## config.mk

```make
export PLATFORM = sky130hd
export DESIGN_NAME = icache_refill_responder
export DESIGN_NICKNAME = d
export VERILOG_FILES = /design/src/rtl/icache_pkg.sv /design/src/rtl/icache_line_store.sv /design/src/rtl/icache_refill_responder.sv
export SDC_FILE = /design/constraint.sdc
export NUM_CORES = 1
export LEC_CHECK = 0
export ABC_AREA = 1
export CELL_PAD_IN_SITES_DETAIL_PLACEMENT = 0
export CELL_PAD_IN_SITES_GLOBAL_PLACEMENT = 1
export CORE_ASPECT_RATIO = 1.25
export CORE_MARGIN = 3
export CORE_UTILIZATION = 46
export CTS_BUF_LIST = sky130_fd_sc_hd__clkbuf_16
export CTS_CLUSTER_DIAMETER = 50
export DETAILED_ROUTE_END_ITERATION = 16
export PLACE_DENSITY_LB_ADDON = 0.15
export SYNTH_ARGS = -nofsm -noshare
export SYNTH_HDL_FRONTEND = slang
export SYNTH_SLANG_ARGS = --single-unit
export TNS_END_PERCENT = 1
```

## constraint.sdc

```tcl
create_clock -name clk -period 4.04 [get_ports clk]
set_input_delay 0.808 -clock clk [delete_from_list [all_inputs] [get_ports clk]]
set_output_delay 0.808 -clock clk [all_outputs]
set_load 0.1 [all_outputs]
```

## src/rtl/icache_pkg.sv

```systemverilog
// Shared types and address-split helpers for the direct-mapped instruction cache.
package icache_pkg;

  typedef enum logic {
    IDLE = 1'b0,
    FILL = 1'b1
  } state_e;

  localparam logic [31:0] NOP_INSTR = 32'h0;

  function automatic logic [31:0] addr_offset(input logic [31:0] a, input int unsigned off_w);
    return a & ((32'd1 << off_w) - 32'd1);
  endfunction

  function automatic logic [31:0] addr_index(input logic [31:0] a, input int unsigned off_w,
                                             input int unsigned idx_w);
    return (a >> off_w) & ((32'd1 << idx_w) - 32'd1);
  endfunction

  function automatic logic [31:0] addr_tag(input logic [31:0] a, input int unsigned off_w,
                                           input int unsigned idx_w);
    return a >> (off_w + idx_w);
  endfunction

  function automatic logic [31:0] line_base(input logic [31:0] a, input int unsigned off_w);
    return a & ~((32'd1 << off_w) - 32'd1);
  endfunction

endpackage

```

## src/rtl/icache_line_store.sv

```systemverilog
// Valid/tag/data arrays: asynchronous read port, one synchronous write port.
module icache_line_store #(
  parameter int LINES      = 8,
  parameter int LINE_WORDS = 4,
  parameter int TAG_W      = 27
) (
  input  logic                          clk,
  input  logic                          rst,
  input  logic [$clog2(LINES)-1:0]      rd_idx,
  input  logic [$clog2(LINE_WORDS)-1:0] rd_off,
  output logic                          rd_valid,
  output logic [TAG_W-1:0]              rd_tag,
  output logic [31:0]                   rd_data,
  input  logic [$clog2(LINES)-1:0]      wr_idx,
  input  logic [$clog2(LINE_WORDS)-1:0] wr_off,
  input  logic [TAG_W-1:0]              wr_tag,
  input  logic                          wr_word_en,
  input  logic [31:0]                   wr_data,
  input  logic                          set_valid,
  input  logic                          clr_valid
);

  logic [LINES-1:0] valid_d, valid_q;
  logic [TAG_W-1:0] tag_q  [LINES];
  logic [31:0]      data_q [LINES][LINE_WORDS];

  always_comb begin
    valid_d = valid_q;
    if (clr_valid) valid_d[wr_idx] = 1'b0;
    if (set_valid) valid_d[wr_idx] = 1'b1;
  end

  // NOTE: sequential state uses non-blocking assignments so every flop samples pre-edge values.
  always_ff @(posedge clk) begin
    if (rst) valid_q <= '0;
    else     valid_q <= valid_d;
  end

  // NOTE: tag/data arrays carry no reset; the valid bits alone make stale contents harmless.
  always_ff @(posedge clk) begin
    if (wr_word_en) data_q[wr_idx][wr_off] <= wr_data;
    if (set_valid)  tag_q[wr_idx]          <= wr_tag;
  end

  assign rd_valid = valid_q[rd_idx];
  assign rd_tag   = tag_q[rd_idx];
  assign rd_data  = data_q[rd_idx][rd_off];

endmodule

```

## src/rtl/icache_refill_responder.sv

```systemverilog
// Direct-mapped word-addressed instruction cache with a line-refill FSM
// against a burst-returning instruction memory.
module icache_refill_responder
  import icache_pkg::*;
#(
  parameter int LINES      = 8,
  parameter int LINE_WORDS = 4,
  parameter int MISS_W     = 16
) (
  input  logic              clk,
  input  logic              rst,
  input  logic [31:0]       addr,
  output logic [31:0]       data,
  output logic              hit,
  output logic              mem_req,
  output logic [31:0]       mem_addr,
  input  logic              mem_rvalid,
  input  logic [31:0]       mem_rdata,
  output logic [MISS_W-1:0] miss_count
);

  localparam int OFF_W = $clog2(LINE_WORDS);
  localparam int IDX_W = $clog2(LINES);
  localparam int TAG_W = 32 - OFF_W - IDX_W;

  state_e            state_d, state_q;
  logic [OFF_W-1:0]  beat_d, beat_q;
  logic [31:0]       mem_addr_d, mem_addr_q;
  logic [MISS_W-1:0] miss_d, miss_q;

  logic [OFF_W-1:0]  rd_off;
  logic [IDX_W-1:0]  rd_idx, fill_idx, wr_idx;
  logic [TAG_W-1:0]  rd_tag, fill_tag, line_tag;
  logic              line_valid;
  logic [31:0]       line_word;
  logic              wr_word_en, set_valid, clr_valid;

  assign rd_off   = OFF_W'(addr_offset(addr, OFF_W));
  assign rd_idx   = IDX_W'(addr_index(addr, OFF_W, IDX_W));
  assign rd_tag   = TAG_W'(addr_tag(addr, OFF_W, IDX_W));
  assign fill_idx = IDX_W'(addr_index(mem_addr_q, OFF_W, IDX_W));
  assign fill_tag = TAG_W'(addr_tag(mem_addr_q, OFF_W, IDX_W));

  icache_line_store #(
    .LINES      (LINES),
    .LINE_WORDS (LINE_WORDS),
    .TAG_W      (TAG_W)
  ) u_store (
    .clk        (clk),
    .rst        (rst),
    .rd_idx     (rd_idx),
    .rd_off     (rd_off),
    .rd_valid   (line_valid),
    .rd_tag     (line_tag),
    .rd_data    (line_word),
    .wr_idx     (wr_idx),
    .wr_off     (beat_q),
    .wr_tag     (fill_tag),
    .wr_word_en (wr_word_en),
    .wr_data    (mem_rdata),
    .set_valid  (set_valid),
    .clr_valid  (clr_valid)
  );

  // Hits are suppressed during a refill so the fetch stage never races the line being written.
  assign hit        = (state_q == IDLE) && line_valid && (line_tag == rd_tag);
  assign data       = hit ? line_word : NOP_INSTR;
  assign mem_req    = (state_q == FILL);
  assign mem_addr   = mem_addr_q;
  assign miss_count = miss_q;

  always_comb begin
    // NOTE: every combinational output gets a default first, so no path can infer a latch.
    state_d    = state_q;
    beat_d     = beat_q;
    mem_addr_d = mem_addr_q;
    miss_d     = miss_q;
    wr_idx     = fill_idx;
    wr_word_en = 1'b0;
    set_valid  = 1'b0;
    clr_valid  = 1'b0;
    case (state_q)
      IDLE: begin
        if (!hit) begin
          state_d    = FILL;
          mem_addr_d = line_base(addr, OFF_W);
          beat_d     = '0;
          wr_idx     = rd_idx;
          clr_valid  = 1'b1;
          if (miss_q != '1) miss_d = miss_q + MISS_W'(1);
        end
      end
      FILL: begin
        if (mem_rvalid) begin
          wr_word_en = 1'b1;
          beat_d     = beat_q + OFF_W'(1);
          if (beat_q == OFF_W'(LINE_WORDS - 1)) begin
            set_valid = 1'b1;
            state_d   = IDLE;
          end
        end
      end
      default: state_d = IDLE;
    endcase
  end

  always_ff @(posedge clk) begin
    if (rst) begin
      state_q    <= IDLE;
      beat_q     <= '0;
      mem_addr_q <= '0;
      miss_q     <= '0;
    end else begin
      state_q    <= state_d;
      beat_q     <= beat_d;
      mem_addr_q <= mem_addr_d;
      miss_q     <= miss_d;
    end
  end

endmodule

```

; Word level (Yosys, flattened, before mapping)
; Memories as Yosys holds them, arrays and structs flattened.
; Index checks and enable logic that the tools add are counted.
; W data, S select, Z words.
[totals]
mem_count = 2
ram_bits = 1240
reg_bits = 57
input_bits = 67
wordCells = 65
[classes]
n_bitwise = 7
n_addsub = 2
mux = 31
reduce_logical = 7
eq_ne = 5
magnitude_cmp = 6
[mem_list]
columns = name, depth, word_bits, read_ports, rd_ports_with_merged_regs, wr, line
row1 = u_store.data_q, 8, 128, 1, 0, 1, icache_line_store.sv:25  ; logic [31:0] data_q [LINES][LINE_WORDS];
row2 = u_store.tag_q, 8, 27, 1, 0, 1, icache_line_store.sv:24  ; logic [TAG_W-1:0] tag_q [LINES];
[op_table]
columns = operator, n
row1 = $mux W128, 1
row2 = $mux W32, 4
row3 = $bmux W32 S2, 1
row4 = $demux W32 S2, 1
row5 = $eq A27 B27 Y1, 1
row6 = $add A16 B1 Y16 const B, 1
row7 = $mux W8, 2
row8 = $ne A16 B16 Y1 const B, 1
row9 = $mux W1, 14
row10 = $and A8 B8 Y8, 1
row11 = $lt A3 B4 Y1 const B, 2
row12 = $not A8 Y8, 1
row13 = $or A8 B8 Y8, 1
row14 = $ge A3 B3 Y1 const B, 2
row15 = $mux W3, 2
row16 = $not A2 Y3, 2
row17 = $logic_and A1 B1 Y1, 4
row18 = $mux W2, 2
row19 = $ne A2 B2 Y1 const B, 2
row20 = $pmux W2 S2, 1
row21 = $reduce_and A2 Y1, 2
row22 = $bmux W1 S3, 1
row23 = $demux W1 S3, 1
row24 = $ge A3 B1 Y1 const B, 1
row25 = 6 further kinds, 7

; Depth between registers and ports, before layout
; Gate-level depths: netlist (run 1).
[logic_depth]
depth_word = 15
depth_mapped = 24

; By module
; From an unflattened synthesis (run 1), not the netlist that was laid out.
[unflattened]
hier_cells = 4790
hier_area_um2 = 54005.5
[by_module_without_submodules]
columns = mod, seq_area_each_um2, area_per_inst_um2, cells_each, instances
row1 = icache_line_store, 37395.9, 50648.6, 4201, 1
row2 = icache_refill_responder, 980.9, 3357.0, 589, 1

; Least setup slack after synthesis (run 1)
; Ideal clock, no wire load.
[synth_timing]
kind = input port to output port
from = input addr[4]
to = output data[22]
arrival_time_ps = 6946
cell_stages = 13
path_buffers = 4
slack_ps = -3714
required_ps = 3232
path_cell_list = buf_2 -> inv_1 -> buf_2 -> buf_2 -> nand3_1 -> nand2_1 -> nand2_1 -> nand2_1 -> nand2_1 -> nor3_1 -> nand3_1 -> clkbuf_1 -> a2111oi_0
[synth_via]
elab_chain_cells = 5
[synth_lines]
columns = item, line
row1 = from (decl), icache_refill_responder.sv:12  ; input logic [31:0] addr,
row2 = $mem_v2 Z8 W128 or $bmux W1 S3 (tied branches), --
row3 = $bmux W32 S2 or $mux W1 (tied branches), "icache_line_store.sv:47, icache_line_store.sv:45"
row4 = $mux W32 (not written as such) or $logic_and A1 B1 Y1 (tied branches) (2 in series), "icache_line_store.sv:47, icache_refill_responder.sv:66"
row5 = $mux W32 *, icache_refill_responder.sv:67  ; assign data = hit ? line_word : NOP_INSTR;
row6 = to (decl), icache_refill_responder.sv:13  ; output logic [31:0] data,
; Every way passes the cells marked *; elsewhere a longest branch is shown, timed or not. The select of a mux whose other input is x is not followed.

; Worst setup path in the final report (run 1)
[layout_timing]
from = input addr[2]
to = output data[19]
; Same word-level chain as after synthesis.

==> run_results.csv, run 1 <==
group,metric,value,unit
sta,final.period_utilization,1.039,
setup_path,arrival,3.39,ns
setup_path,cpPeakStageDelay,0.33,ns
sta,finalHoldViolations,0,
power,peakVddDrop,0.4362,mV
drt,ant_nets,0,
yosys,syn_area,0.05253,mm^2
sta,tightest_slew,1.228,ns
yosys,synth_cells,4238,
global_routing,grt_pass1_wl,237.7,mm
clock_network,clockBufferDepth,3,
drt,drc,0,
setup_path,crit_slowest_cell,"a2111oi_4",
yosys,synth_area_leaders,"edfxtp_1 (71%), nand2_1 (8.0%), a21oi_1 (5.0%)",
clock_network,cts_hold_buf,0,
drt,drt_wl_total,163.9,mm
sta,clock.fmax,0.2383,GHz
clock_network,clock_sinks,1297,
min_path,hold_path_class,"reg -> reg",
finish,fin_area,0.06536,mm^2
drt,vias,35930,
global_routing,overflow,0,
setup_path,crit_path_cell_trace,"buf_12 -> inv_12 -> buf_16 -> buf_12 -> buf_6 -> o21ai_1 -> nand3_2 -> nand3_4 -> nand2_2 -> nor2_2 -> nand4_1 -> nor2_2 -> nand2_4 -> buf_12 -> buf_12 -> a2111oi_4 -> clkbuf_16 -> buf_16",
yosys,synth_cell_types,47,
placement,dp_cells,5913,
clock_network,path_clk_slew,0.06,ns
yosys,synth_area_per_cell,12.40,um^2
clock_network,insertion_delay,0.76,ns
drt,first_pass_iters,5,
finish,layout-drive-gt1-share,0.1653,
power,leakagePower,23.19,nW
yosys,ys_ff_latch,1297,
yosys,netlist.area_leader.share,0.7088,
sta,setup_viol,30,
drt,dr.first_iter.drc_count,3286,
placement,gp_congestion,0.8507,
setup_path,cp-end-kind,"output pin",
sta,fin_tns_setup,-2.428,ns
sta,setup_ws,-0.1557,ns
placement,numPortBuffers,146,
sta,fin_skew,0.02623,ns
die,core-area,0.1133,mm^2
sta,rsz0062_at_grt,"yes",
global_routing,grt_pass1_vias,34890,
clock_network,cts_tree,"done",
global_routing,grtUsageTotal,0.2762,
finish,area_growth,24.42,%
setup_path,worst-path-buf-inv,9,
finish,nNetsFinal,4691,
die,start_util,0.4638,
sta,slew-limit-headroom,0.1787,
die,dieHeight,383.8,um
clock_network,cts.htree.levels,4,
setup_path,cp-start-kind,"input pin",
finish,layoutNonFillerInstCount,6198,
drt,vias_per_cell,5.797,
yosys,async_flop_share,0,
sta,final_max_slew_viol_count,0,
die,io_pins,149,
yosys,ys_warn_count,0,
drt,post_drt_wl_per_cell,26.44,um
yosys,synth_edf_count,1240,
yosys,synth-seq-area-share,0.7305,
sta,finalCriticalPeriod,4.196,ns
global_routing,grt_max_degree,73,
power,p_per_area,452.5,mW/mm^2
outcome,violations,"setup timing",
placement,dpl.hpwl,97.16,mm
setup_path,cpMostUsedCell,"buf_12",
setup_path,crit_fanout,8,
finish,final_util,0.5770,
setup_path,crit_required,3.23,ns
clock_network,root_buffer,"clkbuf_16",
setup_path,critical-path-top-delay-family,"buffers and inverters",
placement,placed_cell_area,0.05993,mm^2
global_routing,grt_antenna_before_repair,4,
die,die_w,308.3,um
die,dieArea,0.1183,mm^2
yosys,synth_top_area_cell,"edfxtp_1",
setup_path,criticalPathCategory,"in -> out",
finish,fillCellCount,9244,
die,num_rows,138,
outcome,outcome,"complete, but fails checks",
run,maxCapViolations,0,
clock_network,cts_made_buffers,138,
yosys,synthFlopType,"edfxtp_1",
==> logic make-up (layout without fill, tap and decap cells) <==
family / after synthesis / count (layout) / synth area share
buffers and inverters: 479 / 965 / 0.03837
adder cells (fa/ha/maj): 5 / 5 / 0.001191
AND/OR/NAND/NOR: 1492 / 1492 / 0.1135
other: 1 / 5 / 0.00007139
AO/OA/AOI/OAI: 959 / 959 / 0.1155
flip-flops: 1297 / 1297 / 0.7305
XOR/XNOR: 5 / 5 / 0.0008338
==> synth_stat cells (13+ instances only) <==
master	n
edfxtp_1	1240
nand2_1	1117
a21oi_1	521
inv_1	188
nand3_1	172
nor2_1	158
clkbuf_1	143
buf_2	96
a221oi_1	78
a22oi_1	64
dfxtp_1	57
o21ai_0	56
o311ai_0	41
a32oi_1	30
o31ai_1	30
a32o_1	28
buf_1	25
a2111oi_0	24
a211oi_1	19
o21a_1	16
o21ai_1	16
nor3_1	14
buf_4	13
==> metrics by stage <==
stage	setup slack, ns	hold WS, ns	power (mW)
after CTS	-0.1213	0.4677	29.74
after floorplan	-0.2738	0.4363	16.36
after detailed placement	-0.3817	0.4587	17.38
final	-0.1557	0.4669	29.58
after global routing	-0.2668	0.4886	30.42
after global placement	-0.5901	0.4542	17.37
==> final timing paths <==
kind	end	slack [ns]	start	cells after the start
max	data[19]	-0.16	addr[2]	18
min	u_store.valid_q[2]$_SDFF_PP0_	0.47	u_store.valid_q[2]$_SDFF_PP0_	2
max reg2reg	u_store.data_q[0][111]$_DFFE_PP_	0.93	u_store.tag_q[3][21]$_DFFE_PP_	19
min reg2reg	u_store.valid_q[2]$_SDFF_PP0_	0.47	u_store.valid_q[2]$_SDFF_PP0_	2
==> cells in the final DEF (no fill, tap or decap), types with 51 or more instances in the layout <==
cell / instances
nand2_1: 1096
nand3_1: 153
clkbuf_16: 147
edfxtp_1: 1240
clkdlybuf4s50_1: 106
buf_12: 165
nor2_1: 128
inv_1: 202
dfxtp_1: 57
a21oi_1: 515
o21ai_0: 51
buf_4: 219
a221oi_1: 76
a22oi_1: 64
==> worst reg2reg max path: cells and delay by family, from the launching register on <==
kind / cells / cell delay [ns]
simple gates: 14 / 1.79
buf+inv: 4 / 0.52
compound gates: 1 / 0.12
flops: 1 / 0.36
==> routing by layer <==
metal / part of all wire / track usage / wire length, um
met5: 0 / 0 / 0
met4: 0.044 / 0.1198 / 7241
met1: 0.40 / 0.3535 / 64860
met3: 0.058 / 0.03805 / 9444
met2: 0.50 / 0.4714 / 82340
==> layout make-up <==
class	count	area [um^2]	share of cell area
Sequential cell	1297	38380	0.5872
Multi-Input combinational cell	2463	13260	0.2028
Timing Repair Buffer	522	6700	0.1025
Clock buffer	146	3654	0.05590
Tap cell	1470	1839	0.02814
Inverter	196	774.5	0.01185
Clock inverter	100	744.5	0.01139
Timing Repair inverter	1	8.758	0.0001340
Antenna cell	3	7.507	0.0001149
==> state kept, by name, indices dropped and copies added (netlist names) <==
signal and flops:
u_store.data_q 1024, mem_addr 30, u_store.tag_q 216, mem_req 1, miss_count 16, beat_q 2, u_store.valid_q 8
==> report_power, final <==
group / switching (mW) / total (mW) / internal, mW
combinational: 1.56 / 2.32 / 0.755
sequential: 0.0670 / 14.9 / 14.8
clock: 5.20 / 12.4 / 7.16
==> repair_timing <==
item,CTS,global route
endpoints found under the setup margin,32,32
gates cloned,8,0
buffers inserted,22,6
gates resized for setup,78,53
pin swaps,21,25
Note: power is estimated with default switching activity, not from simulation.
==> run 2: changes to the inputs <==
--- a/config.mk
+++ b/config.mk
@@ -18,4 +18,4 @@
 export SYNTH_ARGS = -nofsm -noshare
 export SYNTH_HDL_FRONTEND = slang
 export SYNTH_SLANG_ARGS = --single-unit
-export TNS_END_PERCENT = 1
+export TNS_END_PERCENT = 5
==> run 2 against run 1 <==
  * The flow still finishes with violations (setup timing)
  * Design area grew 1.2%
  * Sequential power is essentially flat
  * Critical endpoint is now data[7]
  * Total power shrank 0.66%
==> run_results.csv, run 2 (synthesis gave the netlist of run 1 again) <==
group,metric,value,unit
die,start_util,0.4638,
setup_path,critical-path-top-delay-family,"simple AND/OR/NAND/NOR gates",
setup_path,crit_path_cell_trace,"buf_16 -> clkinv_16 -> buf_12 -> buf_8 -> nand2_1 -> nand3_2 -> nand3_2 -> nand2_2 -> nand2_2 -> nand2_2 -> nor2_2 -> nand4_1 -> nor2_4 -> nand2_8 -> buf_12 -> a2111oi_4 -> buf_12",
finish,largest_register,"u_store.data_q",
run,maxCapViolations,0,
min_path,hold_path_class,"reg -> reg",
finish,register_area,0.03838,mm^2
global_routing,grt_max_degree,54,
setup_path,crit_required,3.23,ns
finish,final_common_cell,"edfxtp_1",
placement,numPortBuffers,146,
sta,tightest_slew,1.263,ns
setup_path,worstSetupStartpoint,"addr[2]",
sta,finalCriticalPeriod,4.133,ns
drt,drc,0,
clock_network,insertion_delay,0.76,ns
setup_path,cp-end-kind,"output pin",
sta,final.period_utilization,1.023,
placement,dpl.hpwl,101.0,mm
drt,first_pass_iters,5,
placement,placed_cell_area,0.06032,mm^2
finish,n_antenna_cell,0,
setup_path,worst-path-buf-inv,6,
clock_network,clockBufferDepth,3,
clock_network,path_clk_slew,0.06,ns
global_routing,grt_antenna_before_repair,7,
setup_path,cp.depth,17,
clock_network,cts_tree,"done",
die,dieArea,0.1183,mm^2
placement,gp_congestion,0.8318,
sta,finalHoldViolations,0,
finish,final_cell_mix,"edfxtp_1 (1240), nand2_1 (1072), a21oi_1 (517)",
setup_path,arrival,3.33,ns
finish,largest_reg_flops,1024,
sta,setup_viol,26,
drt,post_drt_wl_per_cell,26.40,um
setup_path,r2r-start,"u_store.tag_q[4][7]$_DFFE_PP_",
setup_path,crit_fanout,8,
setup_path,cpPeakStageDelay,0.38,ns
clock_network,root_buffer,"clkbuf_16",
drt,dr.first_iter.drc_count,3557,
sta,rsz0062_at_grt,"yes",
finish,multiInputGateArea,0.01346,mm^2
sta,fin_skew,0.02204,ns
die,num_rows,138,
global_routing,grt_pass1_vias,34850,
setup_path,crit_slowest_cell,"a2111oi_4",
finish,area_growth,25.97,%
setup_path,cp-start-kind,"input pin",
sta,final_max_slew_viol_count,0,
drt,ant_nets,0,
die,dieHeight,383.8,um
sta,fin_tns_setup,-1.032,ns
power,peakVddDrop,0.4401,mV
drt,drt_wl_total,165.3,mm
setup_path,criticalPathCategory,"in -> out",
clock_network,cts.htree.levels,4,
global_routing,overflow,0,
sta,setup_ws,-0.09317,ns
sta,slew-limit-headroom,0.1554,
finish,layout-drive-gt1-share,0.1834,
finish,fin_area,0.06617,mm^2
drt,vias,36220,
finish,nNetsFinal,4752,
clock_network,clock_sinks,1297,
global_routing,grtUsageTotal,0.2753,
sta,clock.fmax,0.2419,GHz
finish,fillCellCount,9122,
global_routing,grt_pass1_wl,236.8,mm
drt,vias_per_cell,5.785,
die,die_w,308.3,um
die,core-area,0.1133,mm^2
power,p_per_area,444.0,mW/mm^2
outcome,outcome,"complete, but fails checks",
power,leakagePower,23.53,nW
clock_network,cts_made_buffers,135,
die,io_pins,149,
min_path,hold_start,"u_store.valid_q[1]$_SDFF_PP0_",
outcome,violations,"setup timing",
min_path,hold_depth,2,
setup_path,worst_r2r_path_depth,28,
## run 2: layer usage
metal	vias up	part of all wire	global-route usage
met4	2	0.040	0.1008
met3	321	0.066	0.04301
met5	-	0.00010	0
li1	16370	-	-
met1	18160	0.40	0.3589
met2	1369	0.50	0.4674
## run 2: timing repair
item,CTS,global route
setup buffers,24,21
gates cloned,7,8
hold buffers,0,0
setup endpoints to repair,33,1277
gates resized for setup,106,102
pin swaps,33,40
## run 2: final timing paths
| check | end | slack [ns] |
|---|---|---|
| max | data[7] | -0.09 |
| min | u_store.valid_q[1]$_SDFF_PP0_ | 0.47 |
| max reg2reg | u_store.data_q[7][55]$_DFFE_PP_ | 0.23 |
| min reg2reg | u_store.valid_q[1]$_SDFF_PP0_ | 0.47 |
## run 2: layout make-up
class | instances | area share
Timing Repair Buffer | 586 | 0.1118
Inverter | 196 | 0.01203
Multi-Input combinational cell | 2463 | 0.2035
Clock buffer | 142 | 0.05370
Clock inverter | 107 | 0.01117
Tap cell | 1470 | 0.02779
Timing Repair inverter | 1 | 0.0001324
Sequential cell | 1297 | 0.5799
## run 2: through the flow
step / total power, mW / setup WS, ns / hold slack [ns] / util / std cells
2_1_floorplan: 16.36 / -0.2738 / 0.4363 / - / 4239
3_3_place_gp: 17.42 / -0.5310 / 0.4533 / 0.5325 / 5955
3_5_place_dp: 17.43 / -0.4387 / 0.4586 / 0.5326 / 5955
4_1_cts: 29.53 / -0.03780 / 0.4714 / 0.5782 / 6235
5_1_grt: 30.28 / -0.2106 / 0.4956 / 0.5842 / 6262
6_report: 29.38 / -0.09317 / 0.4685 / 0.5842 / 6262
## run 2: worst register-to-register path, delay by kind of cell, from the launching register on
kind	cells	cell delay, ns
buf+inv	10	1.24
simple gates	17	1.72
flops	1	0.40
compound gates	1	0.10
## run 2: power by group
part           total [mW]  switching, mW  internal, mW
Sequential           14.9         0.0666          14.8
Clock                12.1           5.21          6.88
Combinational        2.40           1.60         0.807
